==> config.mk <==
export PLATFORM = sky130hd
export DESIGN_NAME = cva6_dport_arbiter_flat
export DESIGN_NICKNAME = d
export VERILOG_FILES = /design/src/rtl/cva6_dport_pkg.sv /design/src/rtl/cva6_dport_arbiter_if.sv /design/src/rtl/cva6_dport_id_fifo.sv /design/src/rtl/cva6_dport_arbiter.sv /design/src/flat_wrapper.sv
export SDC_FILE = /design/constraint.sdc
export NUM_CORES = 1
export LEC_CHECK = 0
export CAP_MARGIN = 20
export CORE_AREA = 2 2 414 416
export CTS_CLUSTER_SIZE = 8
export DETAILED_ROUTE_END_ITERATION = 12
export DIE_AREA = 0 0 416 418
export PLACE_DENSITY_LB_ADDON = 0.3
export SLEW_MARGIN = 25
export SYNTH_ARGS = -nofsm -noshare
export SYNTH_HDL_FRONTEND = slang
export SYNTH_HIERARCHICAL = 1
export SYNTH_SLANG_ARGS = --single-unit
==> constraint.sdc <==
create_clock -name clk_i -period 3.45 [get_ports clk_i]
set_clock_uncertainty 0.1 [all_clocks]
set_input_delay 0.5175 -clock clk_i [delete_from_list [all_inputs] [get_ports clk_i]]
set_output_delay 0.5175 -clock clk_i [all_outputs]
set_load 0.01 [all_outputs]
==> src/rtl/cva6_dport_pkg.sv <==
// Shared configuration and types for the CVA6 data-port arbiter.
// The widths below are the core configuration; all arbiter files import them.
package cva6_dport_pkg;

  localparam int unsigned NR_PORTS        = 3;
  localparam int unsigned XLEN            = 64;
  localparam int unsigned ADDR_WIDTH      = 64;
  localparam int unsigned DATA_USER_WIDTH = 64;
  localparam int unsigned MAX_OUTSTANDING = 4;
  localparam int unsigned IDX_W           = (NR_PORTS > 1) ? $clog2(NR_PORTS) : 1;

  typedef logic [IDX_W-1:0] dport_idx_t;

  typedef struct packed {
    logic [ADDR_WIDTH-1:0]      addr;
    logic                       we;
    logic [XLEN/8-1:0]          be;
    logic [XLEN-1:0]            wdata;
    logic [DATA_USER_WIDTH-1:0] wuser;
  } dport_req_t;

  typedef enum logic {IDLE, HOLD} dport_state_e;

  function automatic dport_idx_t next_idx(input dport_idx_t i);
    return (i == dport_idx_t'(NR_PORTS - 1)) ? '0 : i + 1'b1;
  endfunction

endpackage

==> src/rtl/cva6_dport_arbiter_if.sv <==
// Requester-side and memory-side bundles of the data-port arbiter.
// Member names carry the arbiter's own _i/_o direction.
interface cva6_dport_req_if;
  import cva6_dport_pkg::*;

  logic [NR_PORTS-1:0]                      req_i;
  logic [NR_PORTS-1:0][ADDR_WIDTH-1:0]      addr_i;
  logic [NR_PORTS-1:0]                      we_i;
  logic [NR_PORTS-1:0][XLEN/8-1:0]          be_i;
  logic [NR_PORTS-1:0][XLEN-1:0]            wdata_i;
  logic [NR_PORTS-1:0][DATA_USER_WIDTH-1:0] wuser_i;
  logic [NR_PORTS-1:0]                      gnt_o;
  logic [NR_PORTS-1:0]                      rvalid_o;
  logic [XLEN-1:0]                          rdata_o;
  logic [DATA_USER_WIDTH-1:0]               ruser_o;

  modport master (output req_i, addr_i, we_i, be_i, wdata_i, wuser_i,
                  input  gnt_o, rvalid_o, rdata_o, ruser_o);
  modport slave  (input  req_i, addr_i, we_i, be_i, wdata_i, wuser_i,
                  output gnt_o, rvalid_o, rdata_o, ruser_o);
endinterface

interface cva6_dport_mem_if;
  import cva6_dport_pkg::*;

  logic                       mem_req_o;
  logic                       mem_gnt_i;
  logic [ADDR_WIDTH-1:0]      mem_addr_o;
  logic                       mem_we_o;
  logic [XLEN/8-1:0]          mem_be_o;
  logic [XLEN-1:0]            mem_wdata_o;
  logic [DATA_USER_WIDTH-1:0] mem_wuser_o;
  logic                       mem_rvalid_i;
  logic [XLEN-1:0]            mem_rdata_i;
  logic [DATA_USER_WIDTH-1:0] mem_ruser_i;

  modport master (output mem_req_o, mem_addr_o, mem_we_o, mem_be_o, mem_wdata_o, mem_wuser_o,
                  input  mem_gnt_i, mem_rvalid_i, mem_rdata_i, mem_ruser_i);
  modport slave  (input  mem_req_o, mem_addr_o, mem_we_o, mem_be_o, mem_wdata_o, mem_wuser_o,
                  output mem_gnt_i, mem_rvalid_i, mem_rdata_i, mem_ruser_i);
endinterface

==> src/rtl/cva6_dport_id_fifo.sv <==
// In-order FIFO of requester indices for outstanding memory transactions.
// Push while full and pop while empty are ignored; head is valid when not empty.
module cva6_dport_id_fifo
  import cva6_dport_pkg::*;
(
  input  logic       clk_i,
  input  logic       rst_ni,
  input  logic       push_i,
  input  dport_idx_t data_i,
  input  logic       pop_i,
  output dport_idx_t head_o,
  output logic       full_o,
  output logic       empty_o
);

  localparam int unsigned PTR_W = $clog2(MAX_OUTSTANDING);

  dport_idx_t [MAX_OUTSTANDING-1:0] mem_q;
  logic [PTR_W-1:0] wptr_q, rptr_q;
  logic [PTR_W:0]   cnt_q;
  logic             do_push, do_pop;

  assign full_o  = (cnt_q == (PTR_W+1)'(MAX_OUTSTANDING));
  assign empty_o = (cnt_q == '0);
  assign do_push = push_i & ~full_o;
  assign do_pop  = pop_i & ~empty_o;
  assign head_o  = mem_q[rptr_q];

  always_ff @(posedge clk_i) begin
    if (!rst_ni) begin
      mem_q  <= '0;
      wptr_q <= '0;
      rptr_q <= '0;
      cnt_q  <= '0;
    end else begin
      if (do_push) begin
        mem_q[wptr_q] <= data_i;
        wptr_q        <= wptr_q + 1'b1;
      end
      if (do_pop) rptr_q <= rptr_q + 1'b1;
      case ({do_push, do_pop})
        2'b10:   cnt_q <= cnt_q + 1'b1;
        2'b01:   cnt_q <= cnt_q - 1'b1;
        default: cnt_q <= cnt_q;
      endcase
    end
  end

endmodule

==> src/rtl/cva6_dport_arbiter.sv <==
// Round-robin arbiter sharing one OBI data port; responses routed back in issue order.
// CVA6_DATA_USER_EN passes the write/read user sideband through; otherwise it reads as zero.
module cva6_dport_arbiter
  import cva6_dport_pkg::*;
(
  input  logic             clk_i,
  input  logic             rst_ni,
  cva6_dport_req_if.slave  port_if,
  cva6_dport_mem_if.master mem_if,
  output logic             err_o
);

  localparam int NP = int'(NR_PORTS);

  dport_state_e        state_q, state_d;
  dport_idx_t          rr_ptr_q, rr_ptr_d, lock_q, lock_d;
  dport_idx_t          winner, cand, sel, head;
  logic                err_q, err_d;
  logic                mem_req, push, fifo_pop, fifo_full, fifo_empty;
  logic [NR_PORTS-1:0] gnt, rvalid;
  dport_req_t          sel_req;

  // Scan downwards so the lowest offset from rr_ptr_q is the last assignment.
  always_comb begin
    winner = rr_ptr_q;
    cand   = '0;
    for (int i = NP - 1; i >= 0; i--) begin
      cand = dport_idx_t'((int'(rr_ptr_q) + i) % NP);
      if (port_if.req_i[cand]) winner = cand;
    end
  end

  always_comb begin
    state_d  = state_q;
    lock_d   = lock_q;
    rr_ptr_d = rr_ptr_q;
    err_d    = err_q;
    mem_req  = 1'b0;
    sel      = winner;
    if (rst_ni) begin
      case (state_q)
        IDLE: begin
          if (|port_if.req_i && !fifo_full) begin
            mem_req = 1'b1;
            if (!mem_if.mem_gnt_i) begin
              state_d = HOLD;
              lock_d  = winner;
            end
          end
        end
        HOLD: begin
          mem_req = 1'b1;
          sel     = lock_q;
          if (mem_if.mem_gnt_i) state_d = IDLE;
        end
        default: state_d = IDLE;
      endcase
    end
    push = mem_req & mem_if.mem_gnt_i;
    if (push) rr_ptr_d = next_idx(sel);
    fifo_pop = rst_ni & mem_if.mem_rvalid_i & ~fifo_empty;
    if (rst_ni & mem_if.mem_rvalid_i & fifo_empty) err_d = 1'b1;
  end

  always_ff @(posedge clk_i) begin
    if (!rst_ni) begin
      state_q  <= IDLE;
      rr_ptr_q <= '0;
      lock_q   <= '0;
      err_q    <= 1'b0;
    end else begin
      state_q  <= state_d;
      rr_ptr_q <= rr_ptr_d;
      lock_q   <= lock_d;
      err_q    <= err_d;
    end
  end

  cva6_dport_id_fifo i_id_fifo (
    .clk_i   (clk_i),
    .rst_ni  (rst_ni),
    .push_i  (push),
    .data_i  (sel),
    .pop_i   (fifo_pop),
    .head_o  (head),
    .full_o  (fifo_full),
    .empty_o (fifo_empty)
  );

  always_comb begin
    sel_req.addr  = port_if.addr_i[sel];
    sel_req.we    = port_if.we_i[sel];
    sel_req.be    = port_if.be_i[sel];
    sel_req.wdata = port_if.wdata_i[sel];
`ifdef CVA6_DATA_USER_EN
    sel_req.wuser = port_if.wuser_i[sel];
`else
    sel_req.wuser = '0;
`endif
    gnt    = '0;
    rvalid = '0;
    if (push)     gnt[sel]     = 1'b1;
    if (fifo_pop) rvalid[head] = 1'b1;
  end

  assign mem_if.mem_req_o   = mem_req;
  assign mem_if.mem_addr_o  = mem_req ? sel_req.addr  : '0;
  assign mem_if.mem_we_o    = mem_req & sel_req.we;
  assign mem_if.mem_be_o    = mem_req ? sel_req.be    : '0;
  assign mem_if.mem_wdata_o = mem_req ? sel_req.wdata : '0;
  assign mem_if.mem_wuser_o = mem_req ? sel_req.wuser : '0;

  assign port_if.gnt_o    = gnt;
  assign port_if.rvalid_o = rvalid;
  assign port_if.rdata_o  = rst_ni ? mem_if.mem_rdata_i : '0;
`ifdef CVA6_DATA_USER_EN
  assign port_if.ruser_o  = rst_ni ? mem_if.mem_ruser_i : '0;
`else
  assign port_if.ruser_o  = '0;
  logic unused_user;
  assign unused_user = ^{port_if.wuser_i, mem_if.mem_ruser_i};
`endif
  assign err_o = err_q & rst_ni;

endmodule

==> src/flat_wrapper.sv <==
// flat-port wrapper written by rule: the top's interface ports become plain ports
module cva6_dport_arbiter_flat import cva6_dport_pkg::*;
  (clk_i, rst_ni, err_o, port_if_req_i, port_if_addr_i, port_if_we_i, port_if_be_i, port_if_wdata_i, port_if_wuser_i, port_if_gnt_o, port_if_rvalid_o, port_if_rdata_o, port_if_ruser_o, mem_if_mem_req_o, mem_if_mem_addr_o, mem_if_mem_we_o, mem_if_mem_be_o, mem_if_mem_wdata_o, mem_if_mem_wuser_o, mem_if_mem_gnt_i, mem_if_mem_rvalid_i, mem_if_mem_rdata_i, mem_if_mem_ruser_i);
  cva6_dport_req_if port_if_i ();
  cva6_dport_mem_if mem_if_i ();
  input  logic clk_i;
  input  logic rst_ni;
  output logic err_o;
  input wire logic [$bits(port_if_i.req_i)-1:0] port_if_req_i;
  input wire logic [$bits(port_if_i.addr_i)-1:0] port_if_addr_i;
  input wire logic [$bits(port_if_i.we_i)-1:0] port_if_we_i;
  input wire logic [$bits(port_if_i.be_i)-1:0] port_if_be_i;
  input wire logic [$bits(port_if_i.wdata_i)-1:0] port_if_wdata_i;
  input wire logic [$bits(port_if_i.wuser_i)-1:0] port_if_wuser_i;
  output wire logic [$bits(port_if_i.gnt_o)-1:0] port_if_gnt_o;
  output wire logic [$bits(port_if_i.rvalid_o)-1:0] port_if_rvalid_o;
  output wire logic [$bits(port_if_i.rdata_o)-1:0] port_if_rdata_o;
  output wire logic [$bits(port_if_i.ruser_o)-1:0] port_if_ruser_o;
  output wire logic [$bits(mem_if_i.mem_req_o)-1:0] mem_if_mem_req_o;
  output wire logic [$bits(mem_if_i.mem_addr_o)-1:0] mem_if_mem_addr_o;
  output wire logic [$bits(mem_if_i.mem_we_o)-1:0] mem_if_mem_we_o;
  output wire logic [$bits(mem_if_i.mem_be_o)-1:0] mem_if_mem_be_o;
  output wire logic [$bits(mem_if_i.mem_wdata_o)-1:0] mem_if_mem_wdata_o;
  output wire logic [$bits(mem_if_i.mem_wuser_o)-1:0] mem_if_mem_wuser_o;
  input wire logic [$bits(mem_if_i.mem_gnt_i)-1:0] mem_if_mem_gnt_i;
  input wire logic [$bits(mem_if_i.mem_rvalid_i)-1:0] mem_if_mem_rvalid_i;
  input wire logic [$bits(mem_if_i.mem_rdata_i)-1:0] mem_if_mem_rdata_i;
  input wire logic [$bits(mem_if_i.mem_ruser_i)-1:0] mem_if_mem_ruser_i;
  assign port_if_i.req_i = port_if_req_i;
  assign port_if_i.addr_i = port_if_addr_i;
  assign port_if_i.we_i = port_if_we_i;
  assign port_if_i.be_i = port_if_be_i;
  assign port_if_i.wdata_i = port_if_wdata_i;
  assign port_if_i.wuser_i = port_if_wuser_i;
  assign port_if_gnt_o = port_if_i.gnt_o;
  assign port_if_rvalid_o = port_if_i.rvalid_o;
  assign port_if_rdata_o = port_if_i.rdata_o;
  assign port_if_ruser_o = port_if_i.ruser_o;
  assign mem_if_mem_req_o = mem_if_i.mem_req_o;
  assign mem_if_mem_addr_o = mem_if_i.mem_addr_o;
  assign mem_if_mem_we_o = mem_if_i.mem_we_o;
  assign mem_if_mem_be_o = mem_if_i.mem_be_o;
  assign mem_if_mem_wdata_o = mem_if_i.mem_wdata_o;
  assign mem_if_mem_wuser_o = mem_if_i.mem_wuser_o;
  assign mem_if_i.mem_gnt_i = mem_if_mem_gnt_i;
  assign mem_if_i.mem_rvalid_i = mem_if_mem_rvalid_i;
  assign mem_if_i.mem_rdata_i = mem_if_mem_rdata_i;
  assign mem_if_i.mem_ruser_i = mem_if_mem_ruser_i;
  cva6_dport_arbiter u_core (.clk_i(clk_i), .rst_ni(rst_ni), .port_if(port_if_i), .mem_if(mem_if_i), .err_o(err_o));
endmodule
==> results.yml <==
placement:
  place.gp.congestion: 0.841
  placed_cells: 4438
  preCtsSetupSlack_ps: -804
  dp_hpwl_um: 66900
  placed_cell_area_um2: 20800
  numPortBuffers: 690
worst_setup_path:
  slowest_delay_ps: 480
  critical_path.startpoint: "u_core/rr_ptr_q[0]"
  worst-endpoint-arrival_ps: 2950
  r2r-start: "u_core/state_q"
  crit_buf_inv: 7
  critPathCaptureType: "output pin"
  slowest_stage: "or4_4"
  cp_max_fo: 9
  required_ps: 2830
  critPathLaunchType: "flop"
  path_delay_family: "buffers and inverters"
  cp.depth: 13
  critPathKind: "flop to output pin"
  path_cells: "inv_2 > ha_4 > and3b_2 > o31ai_4 > nor4b_4 > buf_6 > buf_12 > buf_12 > buf_12 > or4_4 > nand3_2 > buf_6 > buf_6"
  r2r-end: "u_core/i_id_fifo/cnt_q[2]"
  rrSetupSlack_ps: 550
  worstRegToRegCells: 13
  cp-endpoint: "mem_if_mem_wdata_o[7]"
synth:
  synth_area_um2: 10400
  synthFlopType: "dfxtp_1"
  synth_edf_count: 0
  ys_seq_area_share_pct: 4.05
  synth_cells: 1559
  synth_cell_types: 57
  ys_ff_latch: 21
  syn_avg_cell_area_um2: 6.65
  synth_async_sr_flop_share_pct: 0
  ys_warn_count: 6
floorplanning:
  start_util_pct: 6.14
  dieHeight_um: 418
  core-area_um2: 169000
  dieArea_um2: 174000
  die-width_um: 416
  rows: 151
  io-pin-count: 1075
clock_network:
  clk_latency_ps: 260
  htreeDepth: 1
  cts_root_buf: "clkbuf_16"
  cts_max_path_buffers: 2
  cts_tree: "built"
  cts_hold_buf: 0
  clk_pin_slew_ps: 60
  numClockSinks: 21
  cts_buffers: 3
final_layout:
  area_delta_synth_final_pct: 128
  nNetsFinal: 3053
  postLayoutCoreUtil_pct: 14.0
  fillers: 19300
  layout-drive-gt1-share_pct: 29.3
  fin_cells: 4533
  final_area_um2: 23600
global_routing:
  overflow: 0
  antenna_found_initial: 23
  grt_max_degree: 74
  track_usage_pct: 8.91
  grt_pass1_vias: 14500
  grt_pass1_wl_um: 114000
sta:
  hold_viol_final: 0
  fin_setup_tns_ps: -1630
  rsz0062_at_grt: "yes"
  final-setup-viol-count: 45
  maxSlewViolCount: 0
  fin_crit_sh_pct: 103
  setup_slack_ps: -119
  maxSlewHeadroom_pct: 61.3
  hold-worst-slack_ps: 357
  tightest_slew_ps: 580
  fmax_mhz: 280
  layout_min_cycle_time_ps: 3570
pwr:
  vdd_drop_max_mv: 0.320
  power.leakage_nw: 9.31
  pwr_density_cell_nw_per_um2: 576
  total_power_mw: 13.6
detailed_routing:
  drt_iter0_drc: 1005
  drt-total-wl_um: 87100
  vias_per_cell: 3.41
  dr.pass1.iters: 5
  drc: 0
  wl_per_cell_um: 19.2
  drtAntennaViolNets: 0
  vias: 15500
run:
  maxCapViolCount: 0
hold_path:
  hp-start: "u_core/i_id_fifo/mem_q[2]"
  min_path_type: "flop to flop"
status:
  violations: "setup timing"
  status: "finished with violations"
-- placed cells by master (no fill, tap or decap), types with 25 or more instances in the layout --
master,n
clkdlybuf4s50_1,546
and2_1,205
nand3_1,179
buf_4,169
o211ai_1,139
and3_1,137
o221ai_1,131
conb_1,128
buf_6,115
or4_4,99
nand3_2,72
buf_12,66
or4_1,40
buf_2,31
nand2_1,27
nand3_4,25
-- synthesized netlist by cell type (5+ instances only) --
master / instances / area share, %
o221ai_1: 137 / 12
nor3b_1: 5 / 0.36
and2_1: 205 / 12
clkbuf_2: 17 / 0.82
clkbuf_1: 103 / 3.7
nand3_1: 276 / 13
nor2_1: 9 / 0.33
nand2_1: 28 / 1.0
buf_6: 10 / 1.1
mux2i_1: 13 / 1.3
buf_2: 97 / 4.7
and3_1: 138 / 8.3
nor2b_1: 6 / 0.36
or4_1: 139 / 10
dfxtp_1: 21 / 4.1
buf_4: 138 / 10
o211ai_1: 139 / 10
inv_1: 10 / 0.36
ha_1: 8 / 0.96
-- state kept, by name (all words and copies together) (netlist names) --
name and count:
u_core/i_id_fifo/cnt_q 3, u_core/i_id_fifo/mem_q 8, u_core/rr_ptr_q 2, u_core/i_id_fifo/wptr_q 2, u_core/err_q 1, u_core/lock_q 2, u_core/i_id_fifo/rptr_q 2, u_core/state_q 1
-- what timing repair did --
action / in CTS / in global routing
endpoints found under the setup margin: 141 / 139
buffers inserted: 22 / 30
pin swaps: 12 / 66
gates cloned: 12 / 19
gates resized for setup: 659 / 321
-- how the worst min path moves through the flow --
stage / to / slack [ps] / depth (start not counted)
final: u_core/i_id_fifo/mem_q[2] / 360 / 2
after global routing: u_core/i_id_fifo/mem_q[2] / 380 / 2
after CTS: u_core/i_id_fifo/mem_q[2] / 360 / 2
after detailed placement: u_core/i_id_fifo/mem_q[2] / 350 / 2
after global placement: u_core/i_id_fifo/mem_q[3] / 340 / 2
after floorplan: u_core/i_id_fifo/mem_q[2] / 330 / 2
-- tightest hold or removal path, delay by kind of cell (launching register included) --
family,cells,cell delay [ps]
AND/OR/NAND/NOR,1,50
multiplexers,1,50
flip-flops,1,310
-- metal layers --
| layer | up-vias | track usage (%) | wire length, um |
|---|---|---|---|
| met5 | - | 0 | 21 |
| met4 | 4 | 3.20 | 3120 |
| met3 | 68 | 0.676 | 3620 |
| met2 | 620 | 16.6 | 46300 |
| met1 | 7555 | 10.6 | 34000 |
| li1 | 7206 | - | - |
-- cells by family after synthesis --
group | share of synthesized area (%)
flops | 4.05
other cells | 0.0361
xor+xnor | 0.169
simple gates | 48.0
compound gates | 23.6
mux | 2.15
fa+ha+maj | 1.16
buf+inv | 20.8
-- where the power goes --
group | total [mW] | leakage, nW | switching, mW | internal, mW
clock | 0.258 | 0.0372 | 0.101 | 0.157
combinational | 13.1 | 9.10 | 6.74 | 6.35
sequential | 0.283 | 0.172 | 0.0194 | 0.264
-- final cells by class --
| class | instances | area (um^2) | area share, % |
|---|---|---|---|
| diodes | 10 | 25.0 | 0.106 |
| clock buffers | 3 | 75.1 | 0.317 |
| inverters | 10 | 37.5 | 0.159 |
| flip-flops and latches | 21 | 425 | 1.80 |
| multi-input cells | 1286 | 9520 | 40.3 |
| clock inverters | 1 | 7.51 | 0.0317 |
| repair buffers | 984 | 10800 | 45.6 |
| well taps | 2218 | 2780 | 11.7 |
Power figures use the tool's default switching activity.
